[src/rtl/boot_loader.sv]
// boot_loader: loads a program from a host word stream into the byte-wide L3 write port.
// Each word is written little-endian, one byte per cycle. The core is held in reset while the
// program loads. After the word flagged in_last is written, the core reset is released and,
// RELEASE_DELAY cycles later, the core and the selected hardware threads are enabled.
//
// Ports:
//   clk, rst           single rising-edge clock, synchronous active-high reset
//   start, thread_mask load request (single cycle) and thread set latched with it
//   in_valid/in_ready  host word handshake; in_data byte 0 is in_data[7:0], in_last ends program
//   mem_we/addr/wdata  L3 byte write port
//   core_rst           core reset (active-high); core_enable, t_enable: core/thread enables
//   busy, done, err    load in progress, program running, address overflow
// All outputs are registered.
module boot_loader #(
    parameter int unsigned ADDR_W        = 16,
    parameter int unsigned WORD_BYTES    = 4,
    parameter int unsigned THREADS       = 2,
    parameter int unsigned BASE_ADDR     = 0,
    parameter int unsigned RELEASE_DELAY = 2
) (
    input  logic                    clk,
    input  logic                    rst,
    input  logic                    start,
    input  logic [THREADS-1:0]      thread_mask,
    input  logic                    in_valid,
    output logic                    in_ready,
    input  logic [8*WORD_BYTES-1:0] in_data,
    input  logic                    in_last,
    output logic                    mem_we,
    output logic [ADDR_W-1:0]       mem_addr,
    output logic [7:0]              mem_wdata,
    output logic                    core_rst,
    output logic                    core_enable,
    output logic [THREADS-1:0]      t_enable,
    output logic                    busy,
    output logic                    done,
    output logic                    err
);

    typedef enum logic [2:0] {
        StIdle,
        StLoad,
        StUnpack,
        StRelease,
        StRun,
        StError
    } state_e;

    localparam int unsigned KW = $clog2(WORD_BYTES + 1);
    localparam int unsigned CW = (RELEASE_DELAY > 1) ? $clog2(RELEASE_DELAY) : 1;

    state_e                  state_q;
    // One extra bit so the address just past the top of L3 is representable.
    logic [ADDR_W:0]         addr_q;
    logic [KW-1:0]           k_q;
    logic [CW-1:0]           cnt_q;
    logic [8*WORD_BYTES-1:0] word_q;
    logic                    last_q;
    logic [THREADS-1:0]      mask_q;

    logic [ADDR_W+1:0]       end_addr;
    logic                    overflow;

    // A word fits if its last byte lands at or below 2^ADDR_W - 1.
    always_comb begin
        end_addr = {1'b0, addr_q} + (ADDR_W + 2)'(WORD_BYTES);
        overflow = end_addr > ((ADDR_W + 2)'(1) << ADDR_W);
    end

    always_ff @(posedge clk) begin
        if (rst) begin
            state_q     <= StIdle;
            addr_q      <= '0;
            k_q         <= '0;
            cnt_q       <= '0;
            word_q      <= '0;
            last_q      <= 1'b0;
            mask_q      <= '0;
            in_ready    <= 1'b0;
            mem_we      <= 1'b0;
            mem_addr    <= '0;
            mem_wdata   <= '0;
            core_rst    <= 1'b1;
            core_enable <= 1'b0;
            t_enable    <= '0;
            busy        <= 1'b0;
            done        <= 1'b0;
            err         <= 1'b0;
        end else begin
            unique case (state_q)
                // A new load may begin from rest, from a running program or after an error.
                StIdle, StRun, StError: begin
                    if (start) begin
                        state_q     <= StLoad;
                        mask_q      <= thread_mask;
                        addr_q      <= (ADDR_W + 1)'(BASE_ADDR);
                        in_ready    <= 1'b1;
                        busy        <= 1'b1;
                        err         <= 1'b0;
                        done        <= 1'b0;
                        core_rst    <= 1'b1;
                        core_enable <= 1'b0;
                        t_enable    <= '0;
                    end
                end

                StLoad: begin
                    if (in_valid && in_ready) begin
                        in_ready <= 1'b0;
                        if (overflow) begin
                            state_q <= StError;
                            err     <= 1'b1;
                            busy    <= 1'b0;
                        end else begin
                            // Byte 0 goes out straight away; the rest are shifted down.
                            state_q   <= StUnpack;
                            word_q    <= in_data >> 8;
                            last_q    <= in_last;
                            mem_we    <= 1'b1;
                            mem_addr  <= addr_q[ADDR_W-1:0];
                            mem_wdata <= in_data[7:0];
                            addr_q    <= addr_q + (ADDR_W + 1)'(1);
                            k_q       <= KW'(1);
                        end
                    end
                end

                StUnpack: begin
                    if (k_q == KW'(WORD_BYTES)) begin
                        mem_we <= 1'b0;
                        if (last_q) begin
                            state_q  <= StRelease;
                            core_rst <= 1'b0;
                            cnt_q    <= '0;
                        end else begin
                            state_q  <= StLoad;
                            in_ready <= 1'b1;
                        end
                    end else begin
                        mem_we    <= 1'b1;
                        mem_addr  <= addr_q[ADDR_W-1:0];
                        mem_wdata <= word_q[7:0];
                        word_q    <= word_q >> 8;
                        addr_q    <= addr_q + (ADDR_W + 1)'(1);
                        k_q       <= k_q + KW'(1);
                    end
                end

                StRelease: begin
                    if (cnt_q == CW'(RELEASE_DELAY - 1)) begin
                        state_q     <= StRun;
                        core_enable <= 1'b1;
                        t_enable    <= mask_q;
                        done        <= 1'b1;
                        busy        <= 1'b0;
                    end else begin
                        cnt_q <= cnt_q + CW'(1);
                    end
                end

                default: state_q <= StIdle;
            endcase
        end
    end

endmodule

[config.mk]
export PLATFORM = sky130hd
export DESIGN_NAME = boot_loader
export DESIGN_NICKNAME = d
export VERILOG_FILES = /design/src/rtl/boot_loader.sv
export SDC_FILE = /design/constraint.sdc
export NUM_CORES = 1
export LEC_CHECK = 0
export BUFFER_PORTS_ARGS = -buffer_cell sky130_fd_sc_hd__buf_2
export CAP_MARGIN = 25
export CORE_UTILIZATION = 50
export CTS_CLUSTER_DIAMETER = 150
export CTS_CLUSTER_SIZE = 8
export DETAILED_ROUTE_END_ITERATION = 12
export GPL_TIMING_DRIVEN = 0
export PLACE_DENSITY = 0.76
export SETUP_SLACK_MARGIN = 0.15
export SYNTH_ARGS = -nofsm -noshare
export SYNTH_HDL_FRONTEND = slang
export SYNTH_SLANG_ARGS = --single-unit
[constraint.sdc]
create_clock -name clk -period 2 [get_ports clk]
set_clock_uncertainty 0.05 [all_clocks]
set_input_delay 0.1 -clock clk [delete_from_list [all_inputs] [get_ports clk]]
set_output_delay 0.1 -clock clk [all_outputs]
set_load 0.05 [all_outputs]
# After elaboration in Yosys (flattened, before gate mapping)
# Cells that the tools add are included.
[classes]
n_addsub = 4
n_mul = 0
div = 0
n_lt_le_gt_ge = 1
n_eq_ne = 15
shifts = 0
n_mux = 55
bitwise = 1
reduce_logical = 22
[ops]
columns = ["operator", "count"]
rows = [
  ["32-bit 2-to-1 mux", 3],
  ["17-bit 2-to-1 mux", 4],
  ["32-bit case mux with 2 select lines", 1],
  ["17-bit case mux with 3 select lines", 1],
  ["16-bit 2-to-1 mux", 3],
  ["16-bit case mux with 2 select lines", 1],
  ["3-bit 2-to-1 mux", 8],
  ["8-bit 2-to-1 mux", 3],
  ["17-bit by 3-bit adder with 18-bit output, second input constant", 1],
  ["18-bit by 17-bit > comparator with 1-bit output, second input constant", 1],
  ["2-bit inequality test, second input constant", 9],
  ["17-bit by 1-bit adder with 17-bit output, second input constant", 1],
  ["1-bit 2-to-1 mux", 17],
  ["8-bit case mux with 2 select lines", 1],
  ["4-bit AND reduction", 4],
  ["5-bit AND reduction", 3],
  ["3-bit case mux with 4 select lines", 1],
  ["3-bit AND reduction", 4],
  ["1-bit case mux with 2 select lines", 5],
  ["2-bit nonzero test", 5],
  ["3-bit equality test, second input constant", 3],
  ["3-bit by 2-bit equality test with 1-bit output, second input constant", 2],
  ["2-bit 2-to-1 mux", 3],
  ["1-bit case mux with 3 select lines", 2],
  ["other kinds (11)", 12],
]
[totals]
register_bits = 91
latch_bits = 0
ram_bits = 0
mem_bits_ro = 0
input_bits = 39
output_inout_bits = 33
n_memories = 0

# Depth between registers and ports, before layout
[logic_depth]
ltp_word = 5
mapped_depth = 10
depth_no_buf = 8

# Worst setup path before layout
# No wires, ideal clock.
[synth_timing]
kind = "flip-flop to flip-flop"
start = "reg addr_q[11]"
end = "reg addr_q[6]"
setup_ps = 133
t_arrival_ps = 1982
required_time_ps = 1817
setup_slack_ps = -164
path_stages_with_launch = 8
n_path_buf = 1
cell_sequence = "dfxtp_1 buf_2 nand4_1 mux2_2 or3_1 or4_1 o2111ai_1 a31oi_1"
[synth_between]
elab_chain_cells = 4
[synth_lines]
columns = ["item", "line_no", "source"]
rows = [
  ["start, declared", "54", "logic [ADDR_W:0] addr_q;"],
  ["start signal, assigned", "96", "addr_q <= (ADDR_W + 1)'(BASE_ADDR);"],
  ["start signal, assigned", "122", "addr_q <= addr_q + (ADDR_W + 1)'(1);"],
  ["start signal, assigned", "144", "addr_q <= addr_q + (ADDR_W + 1)'(1);"],
  ["17-bit by 3-bit adder with 18-bit output", "66", "end_addr = {1'b0, addr_q} + (ADDR_W + 2)'(WORD_BYTES);"],
  ["18-bit by 17-bit > comparator with 1-bit output", "67", "overflow = end_addr > ((ADDR_W + 2)'(1) << ADDR_W);"],
  ["2-bit inequality test (no source line)", "-", ""],
  ["5-bit AND reduction (no source line)", "-", ""],
]
# Every way passes these cells.
# A chain may end at the register's enable or synchronous reset.

# Final worst setup path
[layout_timing]
start = "reg addr_q[11]"
end = "reg addr_q[3]"
# The elaborated chain is that of the path after synthesis.

==> results.json <==
{
  "synth-seq-cells": 83,
  "clock-sinks": 83,
  "power_density_mw_per_mm2": 758,
  "layout_setup_ws_ps": -334,
  "place_hpwl_um": 7850,
  "synth_top_family_by_area": "simple AND/OR/NAND/NOR gates",
  "layout.cells.non_filler": 752,
  "synth_area_per_cell_um2": 7.79,
  "port_buffers": 70,
  "synth_edf_count": 0,
  "holdWs_ps": 191,
  "fin_tns_setup_ps": -15110,
  "leakage_nw": 2.28,
  "r2r_setup_slack_ps": -330,
  "core_mm2": 0.00737,
  "std_cell_rows": 31,
  "cts_max_level": 3,
  "syn_nets": 540,
  "worstHoldStart": "rst",
  "crit_path_max_fanout": 8,
  "vias": 4778,
  "r2r-start": "addr_q[11]$_SDFFE_PP0P_",
  "place_inst": 666,
  "reg2reg_depth": 10,
  "grt_pass1_vias": 4466,
  "grt_pass1_wl_um": 21400,
  "root_buffer": "clkbuf_8",
  "gp_congestion": 0.954,
  "violations": "DRC, setup timing",
  "drv_cap": 0,
  "clk_pin_slew_ps": 100,
  "numCtsBuffers": 9,
  "worst_pin_slew_ps": 776,
  "setup_viol": 72,
  "min_path_cells": 3,
  "hold_violations": 0,
  "grt_max_degree": 16,
  "drc_errors": 1,
  "wl_per_cell_um": 19.7,
  "dr.pass1.iters": 9,
  "status": "finished, violations left",
  "worst_ep_required_time_ps": 2210,
  "fmax_mhz": 428,
  "rsz0062_at_grt": "yes",
  "yosysWarnings": 0,
  "netlist_area_mm2": 0.00387,
  "clockBufferDepth": 2,
  "muxShareOfSynthArea": 0.0107,
  "report.final.slew_viol_count": 0,
  "ir_drop_mv": 0.471,
  "fillers": 440,
  "wl_um": 14800,
  "syn2layout_area_growth_pct": 50.7,
  "cp-start-kind": "flip-flop",
  "drtAntennaViolNets": 0,
  "antenna_cells": 0,
  "synth_compound_area_frac": 0.235,
  "ys_seq_area_frac": 0.429,
  "worst_setup_path_end_kind": "flip-flop",
  "critPathKind": "reg -> reg",
  "cts_tree": "done",
  "rr_endpoint": "addr_q[3]$_SDFFE_PP0P_",
  "die_y_um": 90.0,
  "post-route-min-period_ps": 2330,
  "synthFlopType": "dfxtp_1",
  "synthSimpleGateAreaFrac": 0.256,
  "async_flop_share": 0,
  "fin_crit_sh": 1.17,
  "arrival_ps": 2540,
  "hp-class": "in -> reg",
  "viasPerCell": 6.35,
  "dieArea_mm2": 0.00810,
  "drive_gt1_frac": 0.366,
  "die_w_um": 90.0,
  "synthAdderAreaFrac": 0.0129,
  "initial_core_util": 0.526,
  "syn_inst": 497,
  "drt_iter0_drc": 554,
  "grt_usage": 0.331,
  "layout_common_cells": "105 x nand2_1, 72 x buf_2, 68 x dfxtp_1",
  "insertion_delay_ps": 370,
  "overflow": 0,
  "io_pins": 72,
  "relSlewSlack": 0.483,
  "grt_antenna_before_repair": 0,
  "synth_xor_area_frac": 0,
  "nets": 691,
  "synth.distinct_cells": 47,
  "min_to": "addr_q[7]$_SDFFE_PP0P_",
  "final_common_cell": "nand2_1"
}
layout make-up:
class / count / area [um2] / area share
Multi-Input combinational cell: 365 / 2410 / 0.412
Tap cell: 99 / 124 / 0.0212
Timing Repair Buffer: 141 / 1140 / 0.196
Clock buffer: 10 / 128 / 0.0219
Clock inverter: 6 / 46.3 / 0.00793
Sequential cell: 83 / 1690 / 0.289
Inverter: 11 / 41.3 / 0.00707
Buffer: 37 / 260 / 0.0446
layer usage:
layer	vias to the layer above	GRT usage	share of wire
met3	122	0.0541	0.098
met5	-	0	0
met4	0	0.200	0.065
li1	2081	-	-
met2	355	0.554	0.47
met1	2220	0.396	0.36
cells by family after synthesis:
| family | count (synthesis) |
|---|---|
| multiplexers | 4 |
| adder cells (fa/ha/maj) | 4 |
| flip-flops | 83 |
| buffers and inverters | 49 |
| AND/OR/NAND/NOR | 225 |
| AO/OA/AOI/OAI | 132 |
how the worst max path moves through the flow:
stage,start,to,slack [ps],cells past startpoint
2_1_floorplan,addr_q[11]$_SDFFE_PP0P_,addr_q[10]$_SDFFE_PP0P_,-100,8
3_3_place_gp,addr_q[13]$_SDFFE_PP0P_,addr_q[10]$_SDFFE_PP0P_,-520,6
3_5_place_dp,addr_q[4]$_SDFFE_PP0P_,addr_q[10]$_SDFFE_PP0P_,-550,6
4_1_cts,addr_q[9]$_SDFFE_PP0P_,addr_q[13]$_SDFFE_PP0P_,-210,9
5_1_grt,addr_q[9]$_SDFFE_PP0P_,addr_q[5]$_SDFFE_PP0P_,-440,10
6_report,addr_q[11]$_SDFFE_PP0P_,addr_q[3]$_SDFFE_PP0P_,-330,10
through the flow:
stage | utilization | area, um2 | worst slack, ps | total power, mW
finish | 0.792 | 5840 | -334 | 4.42
global route | 0.792 | 5840 | -443 | 4.56
CTS | 0.754 | 5560 | -211 | 4.19
detailed placement | 0.598 | 4400 | -547 | 2.79
global placement | 0.598 | 4400 | -525 | 2.77
floorplan | - | 3930 | -101 | 2.53
report_power, final:
group	switching (mW)	internal, mW	total (mW)
logic	0.859	0.579	1.44
clock network	0.672	0.463	1.14
registers	0.0906	1.76	1.85
total	1.62	2.80	4.42
state kept, by name, summed over array words and instances, names as in the netlist:
register / flops
word_q: 24
addr_q: 17
mem_addr: 16
mem_wdata: 8
k_q: 3
state_q: 3
mask_q: 2
t_enable: 2
busy: 1
cnt_q: 1
core_rst: 1
done: 1
err: 1
in_ready: 1
last_q: 1
mem_we: 1
synthesized netlist by cell type (5+ instances only):
cell / count / area, um2
dfxtp_1: 83 / 1660
nand3_1: 25 / 125
nand4_1: 5 / 31.3
inv_1: 11 / 41.3
and4_1: 5 / 43.8
a21oi_1: 47 / 235
nor2_1: 45 / 169
a311oi_1: 31 / 272
nand2b_1: 5 / 31.3
buf_2: 10 / 50.1
clkbuf_1: 24 / 90.1
a211oi_1: 8 / 60.1
o21ai_0: 14 / 70.1
nand2_1: 115 / 432
what timing repair did:
item | 4_1_cts | 5_1_grt
cloned | 3 | 2
endpoints found under the setup margin | 76 | 76
hold endpoints to repair | 35 | 0
resized for setup | 88 | 52
setup buffers | 29 | 2
pin swaps | 33 | 24
hold buffers | 35 | 0
worst max-delay path, stage by stage (launching register included):
cell	delay (ps)
dfxtp_2	330
buf_6	120
and4_1	200
a21oi_2	240
a2111oi_4	80
buf_4	170
buf_4	140
o21ai_4	290
a21oi_4	110
buf_12	160
a311oi_1	320
(Power assumes the default switching activity.)
